--- src/rtl/shift_pkg.sv ---
// Shared types and constants for the shift arbiter and its barrel shifter.
package shift_pkg;

    localparam int unsigned WIDTH = 16;
    localparam int unsigned AMT_W = 4;

    localparam logic DIR_LEFT  = 1'b1;
    localparam logic DIR_RIGHT = 1'b0;

    localparam logic ID_A = 1'b0;
    localparam logic ID_B = 1'b1;

    typedef enum logic [1:0] {
        S_IDLE  = 2'd0,
        S_SHIFT = 2'd1,
        S_HOLD  = 2'd2
    } state_t;

    // Operand captured on a grant and presented to the shifter.
    typedef struct packed {
        logic [WIDTH-1:0] data;
        logic [AMT_W-1:0] amt;
        logic             dir;
        logic             id;
    } op_t;

endpackage

--- src/rtl/barrel_shifter16.sv ---
// Combinational 16-bit logical barrel shifter, zero fill; shift_sel 1 = left.
module barrel_shifter16 (
    input  logic [15:0] i,
    input  logic        s0,
    input  logic        s1,
    input  logic        s2,
    input  logic        s3,
    input  logic        shift_sel,
    output logic [15:0] o
);

    logic [15:0] st1;
    logic [15:0] st2;
    logic [15:0] st3;

    // Four binary-weighted stages: 1, 2, 4, 8.
    always_comb begin
        st1 = i;
        if (s0) st1 = shift_sel ? {i[14:0], 1'b0} : {1'b0, i[15:1]};
        st2 = st1;
        if (s1) st2 = shift_sel ? {st1[13:0], 2'b00} : {2'b00, st1[15:2]};
        st3 = st2;
        if (s2) st3 = shift_sel ? {st2[11:0], 4'h0} : {4'h0, st2[15:4]};
        o = st3;
        if (s3) o = shift_sel ? {st3[7:0], 8'h00} : {8'h00, st3[15:8]};
    end

endmodule

--- src/rtl/shift_arbiter2.sv ---
// Round-robin arbiter/sequencer sharing one barrel_shifter16 between two
// requesters, with a one-entry registered response holding stage.
module shift_arbiter2 #(
    parameter int unsigned WIDTH = 16,
    parameter int unsigned AMT_W = 4
) (
    input  logic             clk,
    input  logic             rst_n,
    input  logic             a_valid,
    output logic             a_ready,
    input  logic [WIDTH-1:0] a_data,
    input  logic [AMT_W-1:0] a_amt,
    input  logic             a_dir,
    input  logic             b_valid,
    output logic             b_ready,
    input  logic [WIDTH-1:0] b_data,
    input  logic [AMT_W-1:0] b_amt,
    input  logic             b_dir,
    output logic             rsp_valid,
    input  logic             rsp_ready,
    output logic [WIDTH-1:0] rsp_data,
    output logic             rsp_id
);
    import shift_pkg::*;

    state_t           state_q;
    state_t           state_d;
    logic             prio_q;
    op_t              op_q;
    op_t              op_sel_c;
    logic             pick_b_c;
    logic             grant_c;
    logic [WIDTH-1:0] shift_out;

    // Pick: B wins if it is the only one valid, or both are valid and prio favours B.
    always_comb begin
        pick_b_c = b_valid & (~a_valid | prio_q);
        grant_c  = (state_q == S_IDLE) & (a_valid | b_valid);
        op_sel_c.data = pick_b_c ? b_data : a_data;
        op_sel_c.amt  = pick_b_c ? b_amt  : a_amt;
        op_sel_c.dir  = pick_b_c ? b_dir  : a_dir;
        op_sel_c.id   = pick_b_c ? ID_B   : ID_A;
    end

    always_ff @(posedge clk or negedge rst_n) begin
        if (!rst_n) begin
            state_q <= S_IDLE;
        end else begin
            state_q <= state_d;
        end
    end

    always_comb begin
        state_d = state_q;
        case (state_q)
            S_IDLE:  if (a_valid | b_valid) state_d = S_SHIFT;
            S_SHIFT: state_d = S_HOLD;
            S_HOLD:  if (rsp_ready) state_d = S_IDLE;
            default: state_d = S_IDLE;
        endcase
    end

    // Readys are only ever asserted for the current IDLE-cycle winner.
    always_comb begin
        a_ready   = 1'b0;
        b_ready   = 1'b0;
        rsp_valid = 1'b0;
        case (state_q)
            S_IDLE: begin
                a_ready = a_valid & ~pick_b_c;
                b_ready = pick_b_c;
            end
            S_HOLD:  rsp_valid = 1'b1;
            default: ;
        endcase
    end

    // Operand capture and arbitration pointer update on grant.
    always_ff @(posedge clk or negedge rst_n) begin
        if (!rst_n) begin
            op_q   <= '0;
            prio_q <= 1'b0;
        end else if (grant_c) begin
            op_q   <= op_sel_c;
            prio_q <= ~pick_b_c;
        end
    end

    barrel_shifter16 u_shifter (
        .i         (op_q.data),
        .s0        (op_q.amt[0]),
        .s1        (op_q.amt[1]),
        .s2        (op_q.amt[2]),
        .s3        (op_q.amt[3]),
        .shift_sel (op_q.dir),
        .o         (shift_out)
    );

    // Result register loads only in SHIFT, so it stays stable through HOLD.
    always_ff @(posedge clk or negedge rst_n) begin
        if (!rst_n) begin
            rsp_data <= '0;
            rsp_id   <= 1'b0;
        end else if (state_q == S_SHIFT) begin
            rsp_data <= shift_out;
            rsp_id   <= op_q.id;
        end
    end

endmodule

--- config.mk ---
export PLATFORM = sky130hd
export DESIGN_NAME = shift_arbiter2
export DESIGN_NICKNAME = d
export VERILOG_FILES = /design/src/rtl/shift_pkg.sv /design/src/rtl/barrel_shifter16.sv /design/src/rtl/shift_arbiter2.sv
export SDC_FILE = /design/constraint.sdc
export NUM_CORES = 1
export LEC_CHECK = 0
export CAP_MARGIN = 20
export CORE_ASPECT_RATIO = 1.5
export CORE_MARGIN = 2
export CORE_UTILIZATION = 53
export CTS_CLUSTER_DIAMETER = 30
export DETAILED_ROUTE_END_ITERATION = 16
export PLACE_DENSITY = 0.81
export SLEW_MARGIN = 20
export SYNTH_ARGS = -nofsm -noshare
export SYNTH_HDL_FRONTEND = slang
export SYNTH_HIERARCHICAL = 1
export SYNTH_SLANG_ARGS = --single-unit
--- constraint.sdc ---
create_clock -name clk -period 2.4 [get_ports clk]
set_input_delay 0.6 -clock clk [delete_from_list [all_inputs] [get_ports clk]]
set_output_delay 0.6 -clock clk [all_outputs]
set_load 0.01 [all_outputs]
# Word level (Yosys, flattened, before mapping)
# Cells that the tools add are included.
classes:
  add_sub_neg: 0
  n_mul: 0
  div: 0
  magnitude_cmp: 0
  n_eq_ne: 4
  shift: 0
  n_mux: 18
  bitwise_logic: 7
  reduce_logical: 2
ops:
  columns: ["cell", "count"]
  rows:
  - ["16-bit 2-to-1 mux", 9]
  - ["2-bit case mux with 3 select lines", 1]
  - ["1-bit 2-to-1 mux", 5]
  - ["2-bit 2-to-1 mux", 2]
  - ["4-bit 2-to-1 mux", 1]
  - ["1-bit bitwise AND", 3]
  - ["2-bit by 1-bit equality test with 1-bit output, second input constant", 1]
  - ["2-bit equality test, second input constant", 1]
  - ["2-bit zero test", 1]
  - ["2-bit by 1-bit inequality test with 1-bit output, second input constant", 1]
  - ["2-bit inequality test, second input constant", 1]
  - ["1-bit inverter", 2]
  - ["1-bit bitwise OR", 2]
  - ["2-bit AND reduction", 1]
totals:
  reg_bits: 42
  latch_bits: 0
  ram_bits: 0
  romBits: 0
  in_bits: 47
  output_inout_bits: 20
  wordCells: 39
  mem_count: 0

# Logic depth before layout (Yosys ltp)
logic_depth:
  depth_word: 8
  mapped_depth: 9
  depth_no_buf: 6

# Cells and area by module
# The synthesis kept the hierarchy.
modules_own_cells:
  columns: ["mod", "instances", "cells_per_inst", "area_per_inst_um2", "seq_area_each_um2"]
  rows:
  - ["shift_arbiter2", 1, 153, 1875.5, 1051.0]
  - ["barrel_shifter16", 1, 222, 1612.8, 0.0]

# Worst setup path before layout
# OpenSTA, ideal clock, no wires.
synth_timing:
  path_type: "register to register"
  start: "reg op_q[1] (netlist name)"
  end: "reg rsp_data[14]"
  setup_time_ns: 0.125
  arrival_time_ns: 1.756
  required_ns: 2.275
  path_slack_ns: 0.519
  stages_incl_launch_ff: 7
  path_buffers: 1
  period_less_slack_ns: 1.881
  cell_sequence: "dfrtp_1 > buf_6 > mux4_2 > mux2_2 > a22oi_1 > o22ai_1 > mux2_4"
synth_via:
  elab_chain_len: 8
synth_lines:
  columns: ["item", "line_no", "source"]
  rows:
  - ["start, declared", "shift_arbiter2.sv:29", "op_t op_q;"]
  - ["start signal, assigned", "shift_arbiter2.sv:84", "op_q <= op_sel_c;"]
  - ["16-bit 2-to-1 mux (2 in series)", "barrel_shifter16.sv:19", "if (s0) st1 = shift_sel ? {i[14:0], 1'b0} : {1'b0, i[15:1]};"]
  - ["16-bit 2-to-1 mux (2 in series)", "barrel_shifter16.sv:21", "if (s1) st2 = shift_sel ? {st1[13:0], 2'b00} : {2'b00, st1[15:2]};"]
  - ["16-bit 2-to-1 mux (2 in series)", "barrel_shifter16.sv:23", "if (s2) st3 = shift_sel ? {st2[11:0], 4'h0} : {4'h0, st2[15:4]};"]
  - ["16-bit 2-to-1 mux", "barrel_shifter16.sv:25", "if (s3) o = shift_sel ? {st3[7:0], 8'h00} : {8'h00, st3[15:8]};"]
  - ["16-bit 2-to-1 mux *", "barrel_shifter16.sv:25", null]
  - ["via shift_out[14]", "shift_arbiter2.sv:33", "logic [WIDTH-1:0] shift_out;"]
  - ["end signal, assigned", "shift_arbiter2.sv:105", "rsp_data <= shift_out;"]
  - ["end, declared", "shift_arbiter2.sv:21", "output logic [WIDTH-1:0] rsp_data,"]
# Mark *: on every way through the listed nets, which the timed path passes. The rest lies on a longest branch.
# A chain may end at the register's enable or synchronous reset.

# Worst setup path after layout
layout_timing:
  start: "in a_valid"
  end: "out b_ready"
layout_via:
  elab_chain_len: 4
layout_lines:
  columns: ["item", "line_no", "source"]
  rows:
  - ["start, declared", "shift_arbiter2.sv:9", "input logic a_valid,"]
  - ["1-bit inverter", "shift_arbiter2.sv:37", "pick_b_c = b_valid & (~a_valid | prio_q);"]
  - ["1-bit bitwise OR", "shift_arbiter2.sv:37", null]
  - ["1-bit bitwise AND", "shift_arbiter2.sv:37", null]
  - ["1-bit 2-to-1 mux", "shift_arbiter2.sv:68", "case (state_q)"]
  - ["end, declared", "shift_arbiter2.sv:15", "output logic b_ready,"]
# Every way passes these cells.

==> summary.md <==
| Metric | Value |
|---|---|
| Antenna Diode Count | `0` |
| Net Count, Synth | `422` |
| Post-DR vias/cell | `6.36` |
| Number of routed nets with antenna violations | `0` |
| Detailed-route DRC error count | `0` |
| Worst VDD drop | `832 uV` |
| Arrival time at the worst endpoint | `1.71 ns` |
| Final weighted congestion of routability-driven global placement | `1.05` |
| Final Hold Fails | `0` |
| Mean area per synthesized cell | `9.30 um^2` |
| Launching element type of the critical path | `input port` |
| Total power | `6.66 mW` |
| Ports placed on the boundary | `67` |
| RSZ-0062 raised after global routing | `false` |
| Height of the die | `103 um` |
| Filler Cells Inserted | `552` |
| Remaining Overflow, GRT | `0` |
| DR iter-0 viols | `304` |
| First-pass GRT wire length | `16.3 mm` |
| TritonCTS Buffers | `5` |
| Type of the worst setup path | `input port to output port` |
| Most common flop cell mapped by yosys | `sky130_fd_sc_hd__dfrtp_1` |
| Clock Pin Slew Worst Setup and Hold Paths | `0.09 ns` |
| Final setup fails | `0` |
| Via count of the first global-routing pass | `3,221` |
| Total Die Area | `7260 um^2` |
| Cell count after synthesis | `375` |
| Total routing usage reported by global routing | `28.6%` |
| Min Hold Slack | `0.236 ns` |
| Starting Density | `54.2%` |
| Pin count of the biggest net entering global routing | `38` |
| Initial antenna violation count | `0` |
| Cell chosen for the clock root | `sky130_fd_sc_hd__clkbuf_8` |
| H-tree depth | `2` |
| Netlist area before placement | `3490 um^2` |
| Clock tree buffer depth | `2` |
| Layout cell share with drive strength beyond 1 | `18.7%` |
| Clock latency reported for the late side of the worst-skew pair | `0.31 ns` |
| Port bufs | `66` |
| Total of max-cap violations | `0` |
| Sequential area share after synthesis | `30.1%` |
| Type of the tightest min-delay check | `input port to asynchronous set/reset pin` |
| CP endpoint kind | `output port` |
| Final clock skew | `0.0115 ns` |
| Wire length after detailed routing | `10.3 mm` |
| Max frequency | `432 MHz` |
| Count of flip-flops with a built-in enable after synthesis | `0` |
| Power per cell area | `1540 nW/um^2` |
| Number of flip-flops and latches in the synthesized netlist | `42` |
| Area occupied by registers | `1050 um^2` |
| Count of vias placed by the detailed router | `3,313` |
| Worst-path maximum fanout | `3` |
| Number of sinks on the clock net | `42` |
| Footprint of the multi-input gates | `2140 um^2` |
| Placed insts | `513` |
| Run status | `complete, no violations` |
| Count of cell types in the netlist | `67` |
| Worst Setup SP | `a_valid` |
| YS warnings | `6` |
| Least-Margin Pin Slew | `0.456 ns` |
| Post-CTS Setup Repair Bufs | `0` |
| Post-DP HPWL | `7.93 mm` |
| Placeable core region | `6440 um^2` |
| Average wire per standard cell | `19.7 um` |
| Final period util | `96.4%` |
| Core Rows | `36` |
| Slew HR | `69.3%` |
| Number of pins with negative max-slew slack in the final report | `0` |
| Number of standard cells in the final layout excluding fillers | `521` |
| Final Critical Period | `2.31 ns` |
| Critical register-to-register path startpoint | `op_q[1]` |
| Static leakage | `1.88 nW` |
| Length of the first detailed-routing pass in iterations | `5` |
| Die outline width | `70.2 um` |
| Fraction of registers with async set or reset after synthesis | `100%` |
| Final layout net count | `491` |
| TritonCTS clock tree | `done` |
| Synth-to-layout area growth | `24.1%` |
| Worst Path Required | `1.80 ns` |
==> per-layer routing <==
metal	track usage (%)	up-vias	share of wire (%)
met5	0	-	0
met4	16.1	0	5.2
met3	4.17	38	5.0
met2	51.8	147	52
met1	32.2	1574	38
li1	-	1554	-
==> layout make-up <==
cell class / count / area share [%]
Clock buffer: 6 / 1.68
Clock inverter: 2 / 0.318
Inverter: 14 / 1.21
Multi-Input combinational cell: 286 / 49.6
Sequential cell: 42 / 24.3
Tap cell: 76 / 2.20
Timing Repair Buffer: 95 / 20.7
==> flip-flops by register name (all words and copies together) (netlist names) <==
| register | cells |
|---|---|
| prio_q | 1 |
| state_q | 2 |
| rsp_id | 1 |
| op_q | 22 |
| rsp_data | 16 |
==> synth_stat cells, types with 3 or more instances <==
| cell type | count | area, um^2 |
|---|---|---|
| sky130_fd_sc_hd__buf_2 | 10 | 50.1 |
| sky130_fd_sc_hd__and3_1 | 9 | 56.3 |
| sky130_fd_sc_hd__a22oi_1 | 4 | 30.0 |
| sky130_fd_sc_hd__buf_4 | 3 | 22.5 |
| sky130_fd_sc_hd__dfrtp_1 | 42 | 1050 |
| sky130_fd_sc_hd__mux4_2 | 5 | 113 |
| sky130_fd_sc_hd__nand2b_1 | 8 | 50.1 |
| sky130_fd_sc_hd__o31ai_1 | 3 | 22.5 |
| sky130_fd_sc_hd__o21ai_0 | 26 | 130 |
| sky130_fd_sc_hd__a21oi_1 | 23 | 115 |
| sky130_fd_sc_hd__a211oi_1 | 5 | 37.5 |
| sky130_fd_sc_hd__clkbuf_1 | 8 | 30.0 |
| sky130_fd_sc_hd__nor2_1 | 18 | 67.6 |
| sky130_fd_sc_hd__nor3_1 | 4 | 20.0 |
| sky130_fd_sc_hd__a21o_1 | 5 | 37.5 |
| sky130_fd_sc_hd__nor2b_1 | 3 | 18.8 |
| sky130_fd_sc_hd__mux2i_1 | 23 | 230 |
| sky130_fd_sc_hd__buf_6 | 8 | 90.1 |
| sky130_fd_sc_hd__a31oi_1 | 15 | 93.8 |
| sky130_fd_sc_hd__inv_1 | 13 | 48.8 |
| sky130_fd_sc_hd__a221o_1 | 9 | 90.1 |
| sky130_fd_sc_hd__o22ai_1 | 6 | 37.5 |
| sky130_fd_sc_hd__a211oi_2 | 3 | 37.5 |
| sky130_fd_sc_hd__mux2_1 | 8 | 90.1 |
| sky130_fd_sc_hd__a211o_1 | 4 | 35.0 |
| sky130_fd_sc_hd__nand3_1 | 18 | 90.1 |
| sky130_fd_sc_hd__o21ai_1 | 4 | 20.0 |
| sky130_fd_sc_hd__mux2_4 | 9 | 135 |
| sky130_fd_sc_hd__nand2_1 | 25 | 93.8 |
| sky130_fd_sc_hd__mux2_2 | 10 | 113 |
==> logic make-up (layout without fill, tap and decap cells) <==
group | Yosys count | in the layout | synth area share [%]
AOI/OAI and AO/OA | 133 | 133 | 26.7
and+or+nand+nor | 96 | 96 | 14.0
muxes | 57 | 57 | 20.7
buffers and inverters | 47 | 117 | 8.57
DFF | 42 | 42 | 30.1
==> power breakdown <==
group / total, mW / switching [mW] / leakage [nW] / internal, mW
clock: 0.465 / 0.259 / 0.0452 / 0.206
combinational: 4.66 / 2.43 / 1.32 / 2.23
sequential: 1.54 / 0.496 / 0.510 / 1.04
total: 6.66 / 3.18 / 1.88 / 3.48
==> placed cells by master (no fill, tap or decap), drive strengths merged, types with 5 or more instances in the layout <==
cell,n
a221o,9
o21ai,32
inv,14
dfrtp,42
mux2,27
nand2,26
clkdlybuf4s50,63
a21oi,24
nand2b,9
and3,10
a211oi,8
buf,30
nor2,19
mux2i,24
clkbuf,6
a31oi,15
a21o,5
mux4,6
o22ai,6
nand3,18
==> metrics by stage <==
stage	TNS [ns]	setup WS, ns	instance area [um^2]	util [%]
CTS	0	0.0334	4320	67.1
global placement	-0.293	-0.148	4240	65.8
floorplan	0	0.519	3490	-
global route	0	0.0309	4330	67.2
detailed placement	-0.295	-0.164	4240	65.8
finish	0	0.0863	4330	67.2
==> final timing paths <==
path	endpoint	slack, ns	cells past startpoint
setup reg to reg	rsp_data[0]	0.13	7
max in group asynchronous	rsp_data[13]	1.49	2
min in group clk	op_q[0]	0.49	1
setup / recovery	b_ready	0.09	5
hold reg to reg	op_q[0]	0.49	1
hold / removal	op_q[3]	0.24	1
==> worst max-delay path, cell delays in order <==
cell and delay, ns:
sky130_fd_sc_hd__clkdlybuf4s50_1 0.47, sky130_fd_sc_hd__buf_4 0.13, sky130_fd_sc_hd__nand2b_4 0.05, sky130_fd_sc_hd__and3_4 0.17, sky130_fd_sc_hd__dlygate4sd2_1 0.28
==> what timing repair did <==
action                                 in CTS  in global routing
cloned                                      0                  0
pin swaps                                   0                  0
hold buffers                                0                  0
endpoints found under the hold margin       0                  0
resized for setup                           2                  2
setup endpoints to repair                   2                 13
(Power assumes the default switching activity.)
==> variant (same flow settings) <==
The 3 states of `state_t` get a one-hot encoding in 3 bits.
--- a/src/rtl/shift_pkg.sv
+++ b/src/rtl/shift_pkg.sv
@@ -10,10 +10,10 @@
     localparam logic ID_A = 1'b0;
     localparam logic ID_B = 1'b1;
 
-    typedef enum logic [1:0] {
-        S_IDLE  = 2'd0,
-        S_SHIFT = 2'd1,
-        S_HOLD  = 2'd2
+    typedef enum logic [2:0] {
+        S_IDLE  = 3'b001,
+        S_SHIFT = 3'b010,
+        S_HOLD  = 3'b100
     } state_t;
 
     // Operand captured on a grant and presented to the shifter.
Behaviour: same outputs for any inputs over 10 cycles, from zero or initial values and one cycle with rst_n low; not proved beyond that.
==> variant against the original RTL <==
Combinational power down 6.9%; total power decreased by 4.6%; clock power is 2% higher; sequential share of layout area increased by 1.2 points; routed wire length fell by 2.1%; global-route usage rose by 0.40 points; cell area is 2.3% lower; count of clock-buffer cells in the layout is the same; synthesized area fell by 1.4%; setup slack improved by 13 ps; sequential cell count grew 1.
==> variant: results (changes against the original RTL) <==
Synth Instances=354 (-5.6%); H-tree level count=2 (unchanged); mux cell area share after synthesis=19.96% (-0.70 points); first-pass GRT wire length=16.41 mm (+0.80%); CTS resizes=2 (unchanged); largest cells by area after synthesis=dfrtp_1 (31%), mux2_2 (8.8%), mux2i_1 (6.7%); vias in the first global route=3193 (-0.87%); Cell Area, Placed=4146 um^2 (-2.1%); final net count=466 (-5.1%); DRT iter0 DRCs=243 (-20%); placed insts=488 (-4.9%); cell family with most CP delay=buffers and inverters; reg2reg end=rsp_data[3]$_DFFE_PN0N_; Max VDD drop=1187 uV (+43%); Sw Share=47.44% (-0.34 points); DR pass1 iterations=5 (unchanged); Slew HR=51.54% (-18 points); fillers=547 (-0.91%); status=complete, no violations; Avg Vias per Cell=6.597 (+3.7%); antenna diode count=0 (unchanged); share of post-route cells with drive strength above 1=20.24% (+1.6 points); Critical Path AT=between 1500 and 2000 ps; Hold Worst Slack=342.4 ps (+106.6 ps); R2R setup slack=200 ps (+70 ps); crit path max fanout=3 (unchanged); Vias=3272 (-1.2%); compound-cell area share of the yosys netlist=30.15% (+3.5 points); crit path launch=a_valid; largest net degree at the start of global routing=33 (-13%); Clock Skews=8.309 ps (-3.214 ps); WL met2=5.222 mm (-1.6%); CP endpoint=a_ready; count of cell types in the netlist=63 (-6.0%); gr usage total=29.01% (+0.40 points); leakage=1.754 nW (-6.6%); cells on worst reg2reg path=6 (-1); routed length on met3=461 um (-10%); DRT met1 WL=3.872 mm (-1.4%); XOR/XNOR share of the synthesized area=0% (unchanged); final wirelength=10.08 mm (-2.1%); Slowest-stage cell, CP=clkdlybuf4s50_1; top flop regs=op_q: 22 flops, rsp_data: 16 flops, state_q: 3 flops; Skew-Pair Late Insertion Delay=approximately 300 ps; dpl hpwl=7.674 mm (-3.2%); fin worst setup slack=99.72 ps (+13.39 ps); syn nets=401 (-5.0%); initial antenna violation count=0 (unchanged); top cells by count, synth=dfrtp_1 (42), mux2_2 (27), nand2_1 (26), mux2i_1 (23), o32ai_1 (23); worst slack at placement=-177.3 ps (-12.96 ps); slowest stage delay, CP=500 ps (+30 ps); setup bufs post-CTS=0 (unchanged); placer congestion estimate=0.9082 (-14%); sequential fraction of the synthesis area=31.31% (+1.2 points)
[variant: power groups by stage]
stage	clock, mW	sequential [mW]	combinational (mW)
after global placement	0	1.52	4.24
final	0.472	1.54	4.34
after CTS	0.482	1.53	4.28
after detailed placement	0	1.55	4.26
after global routing	0.501	1.60	4.71
after floorplan	0	1.41	3.19
[variant: final cells by class]
class / instances / area [um^2] / area share [%]
clock buffers: 6 / 72.57 / 1.715
clock inverters: 2 / 12.51 / 0.2958
inverters: 12 / 45.04 / 1.065
multi-input cells: 267 / 2092 / 49.45
flip-flops and latches: 43 / 1080 / 25.53
well taps: 76 / 95.09 / 2.248
repair buffers: 90 / 833.3 / 19.70
[variant: layer usage]
| layer | vias to the layer above | GRT usage (%) |
|---|---|---|
| met1 | 1604 | 35.04 |
| li1 | 1500 | - |
| met5 | - | 0 |
| met2 | 130 | 50.33 |
| met4 | 0 | 16.86 |
| met3 | 38 | 3.128 |
